`src/rtl/cnn_axi_burst_slave.sv`:
```
// AXI4-full slave front end for the CNN core: CTRL/DATA/KERNEL/STATUS word map,
// INCR/FIXED bursts, pixel/result FIFO streaming and SLVERR on unsupported bursts.
module cnn_axi_burst_slave #(
  parameter int C_S_AXI_DATA_WIDTH = 32,
  parameter int C_S_AXI_ADDR_WIDTH = 6,
  parameter int C_S_AXI_ID_WIDTH   = 1,
  parameter int KERNEL_TAPS        = 9,
  parameter int KERNEL_WIDTH       = 8
) (
  input  logic                                 s00_axi_aclk,
  input  logic                                 s00_axi_areset,
  input  logic [C_S_AXI_ID_WIDTH-1:0]          s00_axi_awid,
  input  logic [C_S_AXI_ADDR_WIDTH-1:0]        s00_axi_awaddr,
  input  logic [7:0]                           s00_axi_awlen,
  input  logic [2:0]                           s00_axi_awsize,
  input  logic [1:0]                           s00_axi_awburst,
  input  logic                                 s00_axi_awvalid,
  output logic                                 s00_axi_awready,
  input  logic [C_S_AXI_DATA_WIDTH-1:0]        s00_axi_wdata,
  input  logic [C_S_AXI_DATA_WIDTH/8-1:0]      s00_axi_wstrb,
  input  logic                                 s00_axi_wlast,
  input  logic                                 s00_axi_wvalid,
  output logic                                 s00_axi_wready,
  output logic [C_S_AXI_ID_WIDTH-1:0]          s00_axi_bid,
  output logic [1:0]                           s00_axi_bresp,
  output logic                                 s00_axi_bvalid,
  input  logic                                 s00_axi_bready,
  input  logic [C_S_AXI_ADDR_WIDTH-1:0]        s00_axi_araddr,
  input  logic [7:0]                           s00_axi_arlen,
  input  logic [2:0]                           s00_axi_arsize,
  input  logic [1:0]                           s00_axi_arburst,
  input  logic                                 s00_axi_arvalid,
  output logic                                 s00_axi_arready,
  output logic [C_S_AXI_DATA_WIDTH-1:0]        s00_axi_rdata,
  output logic [1:0]                           s00_axi_rresp,
  output logic                                 s00_axi_rlast,
  output logic                                 s00_axi_rvalid,
  input  logic                                 s00_axi_rready,
  output logic [C_S_AXI_DATA_WIDTH-1:0]        pix_data,
  output logic                                 pix_valid,
  input  logic                                 pix_ready,
  input  logic [C_S_AXI_DATA_WIDTH-1:0]        res_data,
  input  logic                                 res_valid,
  output logic                                 res_ready,
  output logic [KERNEL_TAPS*KERNEL_WIDTH-1:0]  kernel_taps,
  output logic                                 conv_start,
  input  logic                                 conv_busy,
  input  logic                                 conv_done
);

  localparam int         DW         = C_S_AXI_DATA_WIDTH;
  localparam logic [2:0] SIZE_MAX   = 3'($clog2(DW/8));
  localparam logic [1:0] IDX_CTRL   = 2'd0;
  localparam logic [1:0] IDX_DATA   = 2'd1;
  localparam logic [1:0] IDX_KERNEL = 2'd2;
  localparam logic [1:0] IDX_STATUS = 2'd3;
  localparam logic [1:0] BURST_INCR = 2'b01;
  localparam logic [7:0] TAP_LAST   = 8'(KERNEL_TAPS-1);

  typedef enum logic [1:0] {W_IDLE, W_DATA, W_RESP} w_state_t;
  typedef enum logic {R_IDLE, R_DATA} r_state_t;

  w_state_t w_state;
  logic [1:0] w_idx;
  logic [1:0] w_burst;
  logic       w_err;

  r_state_t r_state;
  logic [1:0] r_idx;
  logic [1:0] r_burst;
  logic       r_err;
  logic [7:0] r_len;
  logic [7:0] r_beat;

  logic [7:0]    tap_idx;
  logic          done_sticky;
  logic [DW-1:0] reg_rdata;

  logic aw_err;
  logic ar_err;
  logic w_fire;
  logic w_effect;
  logic r_fire;
  logic unused_inputs;

  assign unused_inputs = ^{s00_axi_awaddr, s00_axi_araddr, s00_axi_awlen};

  assign aw_err = (s00_axi_awsize > SIZE_MAX) || s00_axi_awburst[1];
  assign ar_err = (s00_axi_arsize > SIZE_MAX) || s00_axi_arburst[1];

  assign s00_axi_wready = (w_state == W_DATA) &&
                          (!((w_idx == IDX_DATA) && !w_err) || pix_ready);
  assign w_fire   = s00_axi_wvalid && s00_axi_wready;
  assign w_effect = w_fire && !w_err && (s00_axi_wstrb != '0);

  assign pix_data  = s00_axi_wdata;
  assign pix_valid = (w_state == W_DATA) && s00_axi_wvalid && (w_idx == IDX_DATA) &&
                     !w_err && (s00_axi_wstrb != '0);

  // Write channel sequencing: address capture, beat stepping, response hold
  always_ff @(posedge s00_axi_aclk) begin
    if (s00_axi_areset) begin
      w_state         <= W_IDLE;
      s00_axi_awready <= 1'b0;
      s00_axi_bvalid  <= 1'b0;
      s00_axi_bresp   <= 2'b00;
      s00_axi_bid     <= '0;
      w_idx           <= 2'd0;
      w_burst         <= 2'd0;
      w_err           <= 1'b0;
    end else begin
      case (w_state)
        W_IDLE: begin
          if (s00_axi_awvalid && s00_axi_awready) begin
            w_state         <= W_DATA;
            s00_axi_awready <= 1'b0;
            s00_axi_bid     <= s00_axi_awid;
            w_idx           <= s00_axi_awaddr[3:2];
            w_burst         <= s00_axi_awburst;
            w_err           <= aw_err;
          end else begin
            s00_axi_awready <= 1'b1;
          end
        end
        W_DATA: begin
          if (w_fire) begin
            if (w_burst == BURST_INCR) w_idx <= w_idx + 2'd1;
            if (s00_axi_wlast) begin
              w_state        <= W_RESP;
              s00_axi_bvalid <= 1'b1;
              s00_axi_bresp  <= w_err ? 2'b10 : 2'b00;
            end
          end
        end
        W_RESP: begin
          if (s00_axi_bready) begin
            w_state         <= W_IDLE;
            s00_axi_bvalid  <= 1'b0;
            s00_axi_awready <= 1'b1;
          end
        end
        default: w_state <= W_IDLE;
      endcase
    end
  end

  // Register side effects of accepted write beats: start pulse, done flag, kernel file
  always_ff @(posedge s00_axi_aclk) begin
    if (s00_axi_areset) begin
      kernel_taps <= '0;
      tap_idx     <= 8'd0;
      conv_start  <= 1'b0;
      done_sticky <= 1'b0;
    end else begin
      conv_start <= w_effect && (w_idx == IDX_CTRL) && s00_axi_wdata[0] && !conv_busy;
      if (conv_done)
        done_sticky <= 1'b1;
      else if (w_effect && (w_idx == IDX_CTRL) && s00_axi_wdata[1])
        done_sticky <= 1'b0;
      if (w_effect && (w_idx == IDX_KERNEL)) begin
        for (int i = 0; i < KERNEL_TAPS; i++) begin
          if (tap_idx == 8'(i))
            kernel_taps[i*KERNEL_WIDTH +: KERNEL_WIDTH] <= s00_axi_wdata[KERNEL_WIDTH-1:0];
        end
        tap_idx <= (tap_idx == TAP_LAST) ? 8'd0 : tap_idx + 8'd1;
      end
    end
  end

  // Read channel sequencing: address capture, beat counting, burst completion
  always_ff @(posedge s00_axi_aclk) begin
    if (s00_axi_areset) begin
      r_state         <= R_IDLE;
      s00_axi_arready <= 1'b0;
      r_idx           <= 2'd0;
      r_burst         <= 2'd0;
      r_err           <= 1'b0;
      r_len           <= 8'd0;
      r_beat          <= 8'd0;
    end else begin
      case (r_state)
        R_IDLE: begin
          if (s00_axi_arvalid && s00_axi_arready) begin
            r_state         <= R_DATA;
            s00_axi_arready <= 1'b0;
            r_idx           <= s00_axi_araddr[3:2];
            r_burst         <= s00_axi_arburst;
            r_err           <= ar_err;
            r_len           <= s00_axi_arlen;
            r_beat          <= 8'd0;
          end else begin
            s00_axi_arready <= 1'b1;
          end
        end
        R_DATA: begin
          if (r_fire) begin
            if (r_burst == BURST_INCR) r_idx <= r_idx + 2'd1;
            r_beat <= r_beat + 8'd1;
            if (s00_axi_rlast) begin
              r_state         <= R_IDLE;
              s00_axi_arready <= 1'b1;
            end
          end
        end
      endcase
    end
  end

  // Readable register view for the non-streaming word slots
  always_comb begin
    reg_rdata = '0;
    case (r_idx)
      IDX_KERNEL: reg_rdata[7:0] = tap_idx;
      IDX_STATUS: begin
        reg_rdata[0]    = conv_busy;
        reg_rdata[1]    = done_sticky;
        reg_rdata[2]    = !pix_ready;
        reg_rdata[3]    = !res_valid;
        reg_rdata[15:8] = tap_idx;
      end
      default: reg_rdata = '0;
    endcase
  end

  // Read data mux: error beats, result FIFO pass-through or register value
  always_comb begin
    s00_axi_rvalid = 1'b0;
    s00_axi_rdata  = '0;
    s00_axi_rresp  = 2'b00;
    if (r_state == R_DATA) begin
      if (r_err) begin
        s00_axi_rvalid = 1'b1;
        s00_axi_rresp  = 2'b10;
      end else if (r_idx == IDX_DATA) begin
        s00_axi_rvalid = res_valid;
        s00_axi_rdata  = res_data;
      end else begin
        s00_axi_rvalid = 1'b1;
        s00_axi_rdata  = reg_rdata;
      end
    end
  end

  assign s00_axi_rlast = (r_state == R_DATA) && (r_beat == r_len);
  assign r_fire        = s00_axi_rvalid && s00_axi_rready;
  assign res_ready     = (r_state == R_DATA) && !r_err && (r_idx == IDX_DATA) &&
                         res_valid && s00_axi_rready;

endmodule

```
`config.mk`:
```
export PLATFORM = sky130hd
export DESIGN_NAME = cnn_axi_burst_slave
export DESIGN_NICKNAME = d
export VERILOG_FILES = /design/src/rtl/cnn_axi_burst_slave.sv
export SDC_FILE = /design/constraint.sdc
export NUM_CORES = 1
export LEC_CHECK = 0
export CORE_MARGIN = 10
export CORE_UTILIZATION = 45
export DETAILED_ROUTE_END_ITERATION = 10
export HOLD_SLACK_MARGIN = 0.12
export PLACE_DENSITY = 0.86
export SLEW_MARGIN = 20
export SYNTH_ARGS = -nofsm -noshare
export SYNTH_HDL_FRONTEND = slang
export SYNTH_SLANG_ARGS = --single-unit
```
`constraint.sdc`:
```
create_clock -name s00_axi_aclk -period 3.75 [get_ports s00_axi_aclk]
set_input_delay 1.125 -clock s00_axi_aclk [delete_from_list [all_inputs] [get_ports s00_axi_aclk]]
set_output_delay 1.125 -clock s00_axi_aclk [all_outputs]
set_load 0.05 [all_outputs]
```
==> run summary <==
final hold slack -> 455 ps
CTS tree -> done
RSZ-0062 raised after global routing -> false
Post-synth ARST share -> 0%
via count -> 5158
Port Buffers -> 202
sequential share of the synthesized area -> 39.7%
Pwr Density -> 380 nW/µm²
root buf cell -> clkbuf_16
IO Pins -> 269
Max Slew Vio Count -> 0
top post-synthesis cells by area -> dfxtp_1, mux2i_1, nand2b_1, buf_4, nor2_1
post-route ant nets -> 0
fmax -> 0.280 GHz
Chip Width -> 134 µm
first-pass GRT wire length -> 29.1 mm
vias per cell -> 5.26
Final Hold Viols -> 0
power share of the clock group -> 50.2%
Initial Util -> 46.2%
crit path DAT -> 2450 ps
CP Data Required Time -> 2620 ps
Tot GR Track Use -> 20.4%
# rows -> 41
Worst Setup End Kind -> primary output
Max Cap Violations -> 0
ys flop type -> dfxtp_1
dpl hpwl -> 14.5 mm
CP cell instances -> clkdlybuf4s50_1 > or3b_2 > and2_1 > buf_4
Pleak -> 3.59 nW
Yosys reg bits -> 116
fin nets -> 926
worst skew pair latency -> 410 ps
critical path peak fanout -> 4
Slowest cell on crit path -> or3b_2
PostCTS Resize Cnt -> 0
final setup vio count -> 0
length of the first detailed-routing pass in iterations -> 4
post-CTS setup buffers -> 0
Register Area -> 2320 µm²
floorplan core area -> 12700 µm²
status -> completed
P_sw -> 0.799 mW
sequential share of power -> 38.8%
Num CTS Buffers -> 17
clk_skew -> 9.67 ps
GRT overflow -> 0
Logic pwr share -> 11.0%
largest net degree at the start of global routing -> 52
Area growth, synth to finish -> 48.1%
Syn Area/Cell -> 9.13 µm²
drt wl/cell -> 19.2 µm
Peak supply drop -> 0.260 mV
Critical Path Start Type -> input pin
mapped cell area -> 5850 µm²
layout cells sized above 1 -> 12.7%
drt total wl -> 18.8 mm
worst slew pin tran -> 855 ps
setup TNS -> 0 ps
vias in the first global route -> 5351
CP peak stage delay -> 500 ps
post-route minimum period -> 3580 ps
area of the multi-input gates -> 3060 µm²
CTS hold repair buffers -> 0
Int Power -> 2.49 mW
Initial DRC Count -> 295
area share of the largest cell type after synthesis -> 39.7%
initial antenna violation count -> 1
top-count cell post-synth -> dfxtp_1
Net Sw Frac -> 24.3%
Die Ht -> 134 µm
global placement routability congestion -> 0.834
Slew HR -> 42.2%
DRC Markers -> 0
final critical-path share of the clock period -> 95.3%
# fillers -> 937
post-route cell area -> 8670 µm²
Cells after Synth -> 641
number of clock sinks -> 116
maximum clock insertion buffer count -> 2
leading area contributor after synthesis -> dfxtp_1
die area -> 18000 µm²
Synth Warn # -> 0
DP Area -> 8060 µm²
H-Tree Depth -> 4
Clock transition at path regs -> 50 ps
Synth cell types -> 52
synth cell count leaders -> dfxtp_1, nand2b_1, mux2i_1
EDFF count, synth -> 0
Hold Crit Class -> reg2reg
Crit Path Class -> in2out
-- final timing paths --
check                          start                            to  slack (ps)  depth (start not counted)
max reg2reg  tap_idx[4]$_SDFFE_PP0P_  kernel_taps[10]$_SDFFE_PP0P_        1310                          4
min          w_burst[1]$_SDFFE_PP0P_       w_burst[1]$_SDFFE_PP0P_         460                          2
max                        res_valid                s00_axi_rvalid         170                          4
min reg2reg  w_burst[1]$_SDFFE_PP0P_       w_burst[1]$_SDFFE_PP0P_         460                          2
-- logic make-up (layout without fill, tap and decap cells) --
family	count (synthesis)	after routing	share of synthesized area, %
simple gates	265	265	27.3
flops	116	116	39.7
buf+inv	91	257	8.25
mux	78	78	13.4
compound gates	64	64	6.69
xor+xnor	15	15	2.25
fa+ha+maj	11	11	2.35
other cells	1	3	0.0641
-- state kept, by name, summed over array words and instances, names as in the netlist, 2 cells and up --
register / cells
kernel_taps: 72
r_beat: 8
r_burst: 2
r_idx: 2
r_len: 8
tap_idx: 8
w_burst: 2
w_idx: 2
w_state: 2
-- layout make-up --
type                       instances  area share [%]
multi-input combinational        435            35.3
timing repair buffer             213            27.9
clock buffer                      19            5.23
sequential                       116            26.8
inverter                          13           0.563
antenna                            1          0.0289
clock inverter                    12            1.79
tap                              172            2.48
-- per-layer routing --
| metal | vias to the layer above | wire length (µm) | global-route usage [%] | share of wire (%) |
|---|---|---|---|---|
| li1 | 2472 | - | - | - |
| met1 | 2436 | 7280 | 21.2 | 39 |
| met2 | 202 | 9430 | 35.6 | 50 |
| met3 | 48 | 1290 | 6.31 | 6.8 |
| met4 | 0 | 828 | 11.5 | 4.4 |
| met5 | - | 0 | 0 | 0 |
-- layout by cell type (no fill, tap or decap), types with 3 or more instances in the layout --
| cell type | n |
|---|---|
| a21oi_1 | 34 |
| nand2b_1 | 86 |
| clkdlybuf4s50_1 | 157 |
| nand3b_1 | 4 |
| ha_1 | 11 |
| buf_4 | 21 |
| nor2_1 | 47 |
| clkbuf_16 | 17 |
| and2_1 | 5 |
| and4_1 | 3 |
| and3_1 | 17 |
| a22oi_1 | 10 |
| nand4_1 | 4 |
| o21ai_0 | 4 |
| nand4_4 | 6 |
| mux2i_1 | 77 |
| nor3_1 | 10 |
| nor4_1 | 8 |
| nor2b_1 | 7 |
| nand2_1 | 41 |
| dfxtp_1 | 116 |
| nand3_1 | 5 |
| clkinvlp_4 | 5 |
| buf_12 | 34 |
| a211oi_1 | 7 |
| bufinv_16 | 3 |
| xnor2_1 | 14 |
| inv_1 | 13 |
-- worst max-delay path, delay by kind of cell --
kind          cells  cell delay [ps]
simple gates      2              670
buf+inv           2              650
-- stage by stage --
stage,cells,setup slack (ps),power (mW),utilization (%)
after detailed placement,949,182,1.66,63.6
final,981,175,3.29,68.4
after global routing,981,126,3.39,68.4
after floorplan,642,372,1.58,-
after CTS,980,182,3.30,68.4
after global placement,949,168,1.65,63.6
-- power groups by stage --
stage / Combinational, mW / Sequential, mW / Clock [mW]
finish: 0.361 / 1.28 / 1.65
global route: 0.388 / 1.28 / 1.72
CTS: 0.362 / 1.28 / 1.66
detailed placement: 0.358 / 1.30 / 0
global placement: 0.351 / 1.30 / 0
floorplan: 0.272 / 1.31 / 0
Note: power is estimated with default switching activity, not from simulation.
==> RTL change, RTL diff (config.mk and constraints unchanged) <==
`KERNEL_TAPS`: 9 -> 18.
--- a/src/rtl/cnn_axi_burst_slave.sv
+++ b/src/rtl/cnn_axi_burst_slave.sv
@@ -4,7 +4,7 @@
   parameter int C_S_AXI_DATA_WIDTH = 32,
   parameter int C_S_AXI_ADDR_WIDTH = 6,
   parameter int C_S_AXI_ID_WIDTH   = 1,
-  parameter int KERNEL_TAPS        = 9,
+  parameter int KERNEL_TAPS        = 18,
   parameter int KERNEL_WIDTH       = 8
 ) (
   input  logic                                 s00_axi_aclk,
Interface: changed (resized kernel_taps); port bits go from 269 to 341. The function was not compared with the original's and may differ.
==> RTL change against the original RTL <==
- via count increased by 72%
- sequential cell count rose by 72
- setup slack better by 0.062 ns
- clock power grew 17%
- synthesized area increased by 47%
- critical path depth increased by 2
- wire length rose by 63%
- design area is 41% higher
- cell count rose by 53%
- utilization fell by 3.2 points
- total power grew 34%
- die area up 40%
- non-clock buffer count up 85
==> RTL change: results (changes against the original RTL) <==
[cells_and_area]
num_antenna_cells = 0  ; was 1
fin_nets = 1383  ; was 926
largest_reg_flops = 144  ; was 72
drive_above_1_share_pct = 8.689  ; was 12.75%
nFillCells = 1530  ; was 937

[logic_synthesis]
synth_top_area_share_pct = 43.66  ; was 39.69%
synth_cell_types = 53  ; was 52
synth-compound-area-share_pct = 22.46  ; was 6.694%
synthXorXnorAreaFrac_pct = 1.016  ; was 2.246%
synth_fa_ha_area_share_pct = 1.597  ; was 2.352%
synth_area_per_cell_um2 = 8.003  ; was 9.127 um^2
synthMuxAreaShare_pct = 0.4790  ; was 13.37%
synthTopCellsByCount = dfxtp_1, a21oi_1, nand3_1  ; was dfxtp_1, nand2b_1, mux2i_1
synthTopCellsByArea = dfxtp_1, a21oi_1, nand3_1  ; was dfxtp_1, mux2i_1, nand2b_1

[drt]
wl_met1_mm = 12.20  ; was 7.276 mm
vias_per_cell = 5.931  ; was 5.258
wirelength_mm = 30.63  ; was 18.82 mm
met2_length_mm = 14.97  ; was 9.426 mm
drt-initial-drc-count = 839  ; was 295
route.met3.wl_mm = 2.781  ; was 1.289 mm
vias = 8897  ; was 5158
first_pass_iters = 7  ; was 4

[pwr]
p_seq_share_pct = 46.0  ; was 38.8%
leakage_uw = 0.004046  ; was 0.003588 uW
clkPwrFrac_pct = 43.6  ; was 50.2%
p_sw_share_pct = 26.92  ; was 24.28%
ir_drop_mv = 0.3018  ; was 0.2601 mV
pg_seq_uw = 2040  ; was 1280 uW

[place]
place_area_um2 = 11590  ; was 8056 um^2
io_buffers = 274  ; was 202
dp_hpwl_mm = 21.55  ; was 14.46 mm
place_ws_ns = 0.2506  ; was 0.1820 ns
dpl.cell_count = 1468  ; was 949
place.gp.congestion = 0.8565  ; was 0.8340

[grt]
grt_start_max_net_pins = 94  ; was 52
use_met2_pct = 38.66  ; was 35.63%
first_global_vias = 8388  ; was 5351
grt_use_total_pct = 23.28  ; was 20.37%
grt_util_met1_pct = 29.05  ; was 21.22%
grt_first_pass_wirelength_mm = 46.80  ; was 29.14 mm
antenna_found_initial = 0  ; was 1
gr-usage-met3_pct = 5.505  ; was 6.311%

[sta]
finClkSkew_ns = 0.01491  ; was 0.009670 ns
timing.fmax_ghz = 0.2847  ; was 0.2797 GHz
max_slew.worst_pin.slew_ns = 0.9920  ; was 0.8555 ns

[critical_path]
arrival_ns = 2.39  ; was 2.45 ns
timing.critical_path.to = s00_axi_rdata[9]  ; was s00_axi_rvalid
r2r-end = r_beat[4]  ; was kernel_taps[10]
startpoint = r_idx[0]  ; was res_valid

[cts]
cts_buffer_depth = 2  ; unchanged
clk_latency_ns = 0.43  ; was 0.41 ns
path_clk_slew_ns = 0.07  ; was 0.05 ns

[min_path]
hp-start = r_burst[0]  ; was w_burst[1]
min_to = r_burst[0]  ; was w_burst[1]

[outcome]
outcome = complete, no violations  ; unchanged

==> RTL change: cell count changes after synthesis, sizes merged, moves of 10 or more <==
| cell | delta |
|---|---|
| dfxtp | +72 |
| a21oi | +146 |
| o21ai | +153 |
| nor2 | -23 |
| nand2b | -77 |
| nand3 | +149 |
| buf | +23 |
| mux2i | -74 |
| clkbuf | +41 |
| a22oi | -10 |
| and2 | +14 |
| and4 | +13 |
| and3 | -10 |
==> RTL change: critical path, stage by stage (launching register included) <==
cell     delay (ns)
dfxtp_1        0.40
ha_1           0.44
inv_1          0.24
nor2_1         0.21
buf_4          0.26
a22o_1         0.25
buf_12         0.16
==> RTL change: area by class of cell <==
cell class / instances / area, um^2 / area share [%]
multi-input combinational: 732 / 4098 / 33.51
sequential: 188 / 3764 / 30.78
timing repair buffer: 298 / 3373 / 27.59
clock buffer: 17 / 425.4 / 3.479
tap: 234 / 292.8 / 2.394
clock inverter: 15 / 215.2 / 1.760
inverter: 16 / 60.06 / 0.4911
